$ cat src/rtl/gate_sweep_engine_if.sv
// Handshake and result bundle for the gate sweep engine.
// The requester drives start/mode; the engine returns the registered A/Y
// stream, the accumulated truth table (named truth_table because "table"
// is a reserved word), the ones count and its status flags.
interface gate_sweep_engine_if #(
  parameter int N = 2
);
  logic                 start;
  logic [2:0]           mode;
  logic [N-1:0]         A;
  logic                 Y;
  logic                 valid;
  logic [(1 << N)-1:0]  truth_table;
  logic [N:0]           ones;
  logic                 busy;
  logic                 done;
  logic                 err;

  modport master (
    output start, mode,
    input  A, Y, valid, truth_table, ones, busy, done, err
  );

  modport slave (
    input  start, mode,
    output A, Y, valid, truth_table, ones, busy, done, err
  );
endinterface

$ cat src/rtl/gate_sweep_engine.sv
// Gate sweep engine: on start, walks every input combination of an N-input
// gate (AND/OR/NAND/NOR/XOR/XNOR), streaming one registered (A, Y) pair per
// cycle and building the truth table and ones count. Illegal modes (6, 7)
// finish immediately with err set and empty results.
module gate_sweep_engine #(
  parameter int N = 2
) (
  input logic                clk,
  input logic                rst,
  gate_sweep_engine_if.slave bus
);

  localparam int         W    = 1 << N;
  localparam logic [N:0] LAST = (N+1)'(W - 1);

  typedef enum logic [1:0] {IDLE, SWEEP, DONE} state_t;

  state_t       state;
  state_t       state_next;
  logic [N:0]   cnt;
  logic [2:0]   mode_q;
  logic [N-1:0] a_q;
  logic         y_q;
  logic         valid_q;
  logic [W-1:0] table_q;
  logic [N:0]   ones_q;
  logic         err_q;
  logic [N-1:0] idx;
  logic         gate_y;
  logic         mode_legal;

  assign idx        = cnt[N-1:0];
  assign mode_legal = (bus.mode <= 3'd5);

  // Gate result for the current index under the mode latched at start
  always_comb begin
    gate_y = 1'b0;
    case (mode_q)
      3'd0:    gate_y = &idx;
      3'd1:    gate_y = |idx;
      3'd2:    gate_y = ~(&idx);
      3'd3:    gate_y = ~(|idx);
      3'd4:    gate_y = ^idx;
      3'd5:    gate_y = ~(^idx);
      default: gate_y = 1'b0;
    endcase
  end

  // State register
  always_ff @(posedge clk) begin
    if (rst) state <= IDLE;
    else     state <= state_next;
  end

  // Next state: start is only heard outside SWEEP; sweep ends on the last index
  always_comb begin
    state_next = state;
    case (state)
      IDLE, DONE: if (bus.start) state_next = mode_legal ? SWEEP : DONE;
      SWEEP:      if (cnt == LAST) state_next = DONE;
      default:    state_next = IDLE;
    endcase
  end

  // Datapath: latch the request on start, then emit one result per sweep cycle
  always_ff @(posedge clk) begin
    if (rst) begin
      cnt     <= '0;
      mode_q  <= '0;
      a_q     <= '0;
      y_q     <= 1'b0;
      valid_q <= 1'b0;
      table_q <= '0;
      ones_q  <= '0;
      err_q   <= 1'b0;
    end else begin
      valid_q <= 1'b0;
      case (state)
        SWEEP: begin
          a_q          <= idx;
          y_q          <= gate_y;
          valid_q      <= 1'b1;
          table_q[idx] <= gate_y;
          ones_q       <= ones_q + (N+1)'(gate_y);
          cnt          <= cnt + (N+1)'(1);
        end
        default: begin
          if (bus.start) begin
            mode_q  <= bus.mode;
            table_q <= '0;
            ones_q  <= '0;
            cnt     <= '0;
            err_q   <= ~mode_legal;
          end
        end
      endcase
    end
  end

  // Outputs: status decoded from state, results straight from registers
  always_comb begin
    bus.busy        = (state == SWEEP);
    bus.done        = (state == DONE);
    bus.A           = a_q;
    bus.Y           = y_q;
    bus.valid       = valid_q;
    bus.truth_table = table_q;
    bus.ones        = ones_q;
    bus.err         = err_q;
  end

endmodule

$ cat src/flat_wrapper.sv
// flat-port wrapper written by rule: the top's interface ports become plain ports
module gate_sweep_engine_flat 
#(
  parameter int N = 2
)
  (clk, rst, bus_start, bus_mode, bus_A, bus_Y, bus_valid, bus_truth_table, bus_ones, bus_busy, bus_done, bus_err);
  gate_sweep_engine_if #(.N(N)) bus_i ();
  input logic clk;
  input logic rst;
  input wire logic [$bits(bus_i.start)-1:0] bus_start;
  input wire logic [$bits(bus_i.mode)-1:0] bus_mode;
  output wire logic [$bits(bus_i.A)-1:0] bus_A;
  output wire logic [$bits(bus_i.Y)-1:0] bus_Y;
  output wire logic [$bits(bus_i.valid)-1:0] bus_valid;
  output wire logic [$bits(bus_i.truth_table)-1:0] bus_truth_table;
  output wire logic [$bits(bus_i.ones)-1:0] bus_ones;
  output wire logic [$bits(bus_i.busy)-1:0] bus_busy;
  output wire logic [$bits(bus_i.done)-1:0] bus_done;
  output wire logic [$bits(bus_i.err)-1:0] bus_err;
  assign bus_i.start = bus_start;
  assign bus_i.mode = bus_mode;
  assign bus_A = bus_i.A;
  assign bus_Y = bus_i.Y;
  assign bus_valid = bus_i.valid;
  assign bus_truth_table = bus_i.truth_table;
  assign bus_ones = bus_i.ones;
  assign bus_busy = bus_i.busy;
  assign bus_done = bus_i.done;
  assign bus_err = bus_i.err;
  gate_sweep_engine #(.N(N)) u_core (.clk(clk), .rst(rst), .bus(bus_i));
endmodule
$ cat config.mk
export PLATFORM = sky130hd
export DESIGN_NAME = gate_sweep_engine_flat
export DESIGN_NICKNAME = d
export VERILOG_FILES = /design/src/rtl/gate_sweep_engine_if.sv /design/src/rtl/gate_sweep_engine.sv /design/src/flat_wrapper.sv
export SDC_FILE = /design/constraint.sdc
export NUM_CORES = 1
export LEC_CHECK = 0
export ABC_CLOCK_PERIOD_IN_PS = 2940
export CORE_MARGIN = 2
export CORE_UTILIZATION = 49
export CTS_CLUSTER_DIAMETER = 60
export DETAILED_ROUTE_END_ITERATION = 12
export HOLD_SLACK_MARGIN = 0.06
export MAX_ROUTING_LAYER = met4
export PLACE_DENSITY_LB_ADDON = 0.05
export SLEW_MARGIN = 15
export SYNTH_ARGS = -nofsm -noshare
export SYNTH_HDL_FRONTEND = slang
export SYNTH_SLANG_ARGS = --single-unit
$ cat constraint.sdc
create_clock -name clk -period 2.94 [get_ports clk]
set_input_delay 0.294 -clock clk [delete_from_list [all_inputs] [get_ports clk]]
set_output_delay 0.294 -clock clk [all_outputs]
set_load 0.1 [all_outputs]
After elaboration in Yosys (flattened, before gate mapping)
Index checks and enable logic that the tools add are counted.

Input bits: 6. Flip-flop bits (word level): 20.

Magnitude comparators: 3. Add/subtract/negate cells: 2. Reduce and logical (&&, ||, !) cells: 10. Equality and inequality tests: 10. Muxes and demuxes: 14. Bitwise gates (word level): 5.

Operators with widths (count): $eq 3x2->1 const B (3); $mux 3 (3); $mux 4 (2); $eq 3x3->1 const B (2); $mux 2 (3); $pmux 1 s6 (1); $reduce_and 2->1 (3); $not 1->1 (5); $bwmux 4 (1); $pmux 2 s2 (1); $reduce_or 2->1 (2); $add 3x1->3 (1); $add 3x1->3 const B (1); $eq 3x1->1 const B (1); $le 3x3->1 const B (1); $logic_not 3->1 (1); $lt 2x3->1 const B (1); $demux 1 s2 (1); $eq 2x1->1 const B (1); $eq 2x2->1 const B (1); $ge 2x1->1 const B (1); $logic_not 2->1 (1); $mux 1 (2); $ne 2x1->1 const B (1); 4 further kinds (4).

Logic depth before layout (Yosys ltp)
Word-level depth: 6. Mapped depth: 10. Mapped depth without buffers: 10.

Worst setup path before layout
No wires, ideal clock.

Kind: reg2reg. From: reg u_core.cnt[0]. To: reg u_core.ones_q[2] (netlist: u_core.bus.ones[2]). Arrival: 2069 ps. Data required time: 2870 ps. Slack: 801 ps. Buffers on the path: 0. Setup time: 70 ps. Clock period less this slack: 2139 ps. Stages on the path, launching flop included: 11. Cell sequence: dfxtp_1 inv_1 ha_1 and2_4 o211a_4 or3_4 ha_1 ha_1 nor2_1 o21ai_0 a21oi_1.

Cells in the longest elaborated chain, start to end: 5. Elaborated cells between the ends (all ways): 9.

RTL lines: start: declaration (line gate_sweep_engine.sv:20) `logic [N:0] cnt;`; start signal: assignment (line gate_sweep_engine.sv:85) `cnt <= cnt + (N+1)'(1);`; $reduce_xor 2->1, or another cell as far along (line gate_sweep_engine.sv:43, gate_sweep_engine.sv:44); $not 1->1 (on tied branches) (line gate_sweep_engine.sv:44, gate_sweep_engine.sv:41, gate_sweep_engine.sv:42); $pmux 1 s6 * (line gate_sweep_engine.sv:38) `case (mode_q)`; via u_core.gate_y (line gate_sweep_engine.sv:29) `logic gate_y;`; $add 3x1->3 * (line gate_sweep_engine.sv:84) `ones_q <= ones_q + (N+1)'(gate_y);`; $mux 3 * (line gate_sweep_engine.sv:78) `case (state)`; end signal: assignment (line gate_sweep_engine.sv:84); end: declaration (line gate_sweep_engine.sv:26) `logic [N:0] ones_q;`.

Mark *: on every way through the listed nets, which the timed path passes. The rest lies on a longest branch. A chain may end at the register's enable or synchronous reset.

Final worst setup path
From: reg u_core.cnt[0]. To: reg u_core.ones_q[1] (netlist: u_core.bus.ones[1]).

Same word-level chain as after synthesis.

==> results.yml <==
sta:
  setup_viol: 0
  fin_crit_sh_pct: 77.4
  finClkSkew_ps: 2.05
  final_max_slew_viol_count: 0
  hold_violations: 0
  slew_headroom_pct: 51.3
  tns_ps: 0
  hold_ws_ps: 462
  rsz0062_at_grt: "no"
  fmax_ghz: 0.440
  worst-slew-pin-transition_ps: 728
  layout_min_cycle_time_ps: 2280
routing:
  first_pass_iters: 4
  wirelength_mm: 2.00
  ant_nets: 0
  drtIter0Drc: 12
  via_count: 857
  wl_per_cell_um: 12.6
  vias_per_cell: 5.39
  drc: 0
synthesis:
  synth_xor_area_share_pct: 0.911
  ys_ff_latch: 20
  synth_fa_ha_area_share_pct: 9.11
  synth_simple_gate_area_share_pct: 25.5
  synth-compound-area-share_pct: 17.2
  synth_most_common_cell: "dfxtp_1"
  netlist_area_um2: 961
  synth_cell_types: 27
  synth_area_leaders: "dfxtp_1, ha_1, a21oi_1"
  synth_top_family_by_area: "simple AND/OR/NAND/NOR gates"
  ys_warn_count: 0
  synth_edf_count: 0
  yosys.area.top_type: "dfxtp_1"
  netlist_instances: 116
  async_reset_ff_share_pct: 0
  seq_area_frac_synth_pct: 41.7
  syn_area_per_cell_um2: 8.28
  synth_mux_area_share_pct: 0
  synth_common_cells: "dfxtp_1, a21oi_1, nand2_1, nor2_1, nand3_1"
  synth_top_area_share_pct: 41.7
  syn_nets: 129
  ys.flop_type: "dfxtp_1"
setup_path:
  critPathArrivalTime_ps: 2440
  end_kind: "register"
  cpMaxStageDelayCell: "dfxtp_1"
  crit_chain: "inv_1, ha_1, and2_4, o211a_4, or3_4, ha_1, ha_1, a21oi_1, nor2_1"
  max_stage_delay_ps: 430
  worstSetupPathType: "register to register"
  crit_top_cell: "ha_1"
  worstSetupStartpointType: "register"
  path_max_fanout: 6
  required_ps: 3110
clock_network:
  cts_buffers: 3
  path_clk_slew_ps: 110
  cts-root-buf: "clkbuf_4"
  hold_buffers: 0
  cts_buffer_depth: 2
  post_cts_buffers: 0
  clock_latency_ps: 290
  htreeDepth: 1
  cts_resized: 0
  numClockSinks: 20
  tritoncts: "built"
global_route:
  antenna_found_initial: 0
  grt.total_usage_pct: 20.2
  grt_max_degree: 21
  grt-ovfl-total: 0
  grt_pass1_vias: 714
  grt_pass1_wl_mm: 3.12
floorplanning:
  die_x_um: 48.3
  start_util_pct: 50.5
  core_um2: 1900
  rows: 16
  die_y_um: 48.3
  ios: 20
  dieArea_um2: 2330
power:
  p_clk_share_pct: 23.7
  vdd_drop_max_mv: 0.292
  p_int_w: 0.000363
  leakage_nw: 0.468
  combPwrFrac_pct: 22.5
  swShare_pct: 32.6
  seqPwrFrac_pct: 53.8
  power.switching_w: 0.000176
  cellPowerDensity_nw_per_um2: 472
cells_and_area:
  drive_gt1_share_pct: 16.7
  area_delta_synth_final_pct: 18.7
  layout.nets: 147
  diodes: 0
status:
  status: "complete, no violations"
placed_design:
  dp_hpwl_mm: 1.42
  port_buffers: 19
  routabilityCongestion: 0.881
worst_hold_path:
  hold_path_class: "register to register"
run:
  drv_cap: 0
[logic make-up after synthesis]
kind of cell / after synthesis
AND/OR/NAND/NOR: 50
XOR/XNOR: 1
buffers and inverters: 12
flip-flops: 20
adder cells (fa/ha/maj): 7
AO/OA/AOI/OAI: 26
[area by class of cell]
cell class | instances | area [um^2]
tap | 27 | 33.8
sequential | 20 | 400
timing repair buffer | 19 | 155
fill | 187 | 761
inverter | 6 | 22.5
clock buffer | 3 | 22.5
multi-input combinational | 84 | 507
[worst max-delay path: cells and delay by family, from the launching register on]
kind                       cells  cell delay, ps
DFF                            1             430
adders and majority gates      3             690
AOI/OAI and AO/OA              2             390
and+or+nand+nor                3             550
buffers and inverters          1              90
[through the flow]
step | std cells | total power, W | util (%) | setup slack (ps) | instance area [um^2]
6_report | 159 | 0.000539 | 60.0 | 665 | 1140
5_1_grt | 159 | 0.000566 | 60.0 | 464 | 1140
4_1_cts | 159 | 0.000546 | 60.0 | 630 | 1140
3_5_place_dp | 156 | 0.000418 | 58.8 | 667 | 1120
3_3_place_gp | 156 | 0.000416 | 58.8 | 750 | 1120
2_1_floorplan | 116 | 0.000392 | - | 801 | 961
[power groups by stage]
stage / Clock [W] / Combinational, W / Sequential, W
final: 0.000128 / 0.000121 / 0.000290
after global routing: 0.000143 / 0.000132 / 0.000291
after CTS: 0.000134 / 0.000123 / 0.000290
after detailed placement: 0 / 0.000122 / 0.000296
after global placement: 0 / 0.000121 / 0.000295
after floorplan: 0 / 0.0000673 / 0.000324
[layout by cell type (no fill, tap or decap), drive strengths merged]
master | Yosys | routed
nor2 | 15 | 15
clkdlybuf4s50 | 0 | 5
and2 | 1 | 1
a31oi | 1 | 1
or3 | 2 | 2
o21a | 1 | 1
and3 | 2 | 2
nand3 | 8 | 8
nand2 | 15 | 15
buf | 3 | 14
nor2b | 1 | 1
o311ai | 4 | 4
clkbuf | 3 | 3
nand2b | 2 | 2
o211a | 1 | 1
nand3b | 1 | 1
a21oi | 17 | 17
nor4 | 1 | 1
o22a | 1 | 1
ha | 7 | 7
xnor2 | 1 | 1
o21ai | 1 | 1
nor3 | 2 | 2
dfxtp | 20 | 20
inv | 6 | 6
[sequential cells by signal, indices dropped and copies added, names as in the netlist]
signal,flops
u_core.bus.Y,1
u_core.state,2
u_core.bus.valid,1
u_core.mode_q,3
u_core.bus.truth_table,4
u_core.bus.err,1
u_core.bus.ones,3
u_core.cnt,3
u_core.bus.A,2
[per-layer routing]
layer / vias up / GRT usage (%) / part of all wire (%)
li1: 437 / - / -
met5: - / - / 0
met1: 397 / 25.6 / 49
met2: 21 / 30.5 / 46
met3: 2 / 4.44 / 3.9
met4: 0 / 8.65 / 0.60
[final timing paths]
check	from	endpoint	slack [ps]	cells after the start
max reg2reg	u_core.cnt[0]	u_core.bus.ones[1]	660	9
max	u_core.cnt[0]	u_core.bus.ones[1]	660	9
min	u_core.bus.err	u_core.bus.err	460	2
min reg2reg	u_core.bus.err	u_core.bus.err	460	2
(Power assumes the default switching activity.)
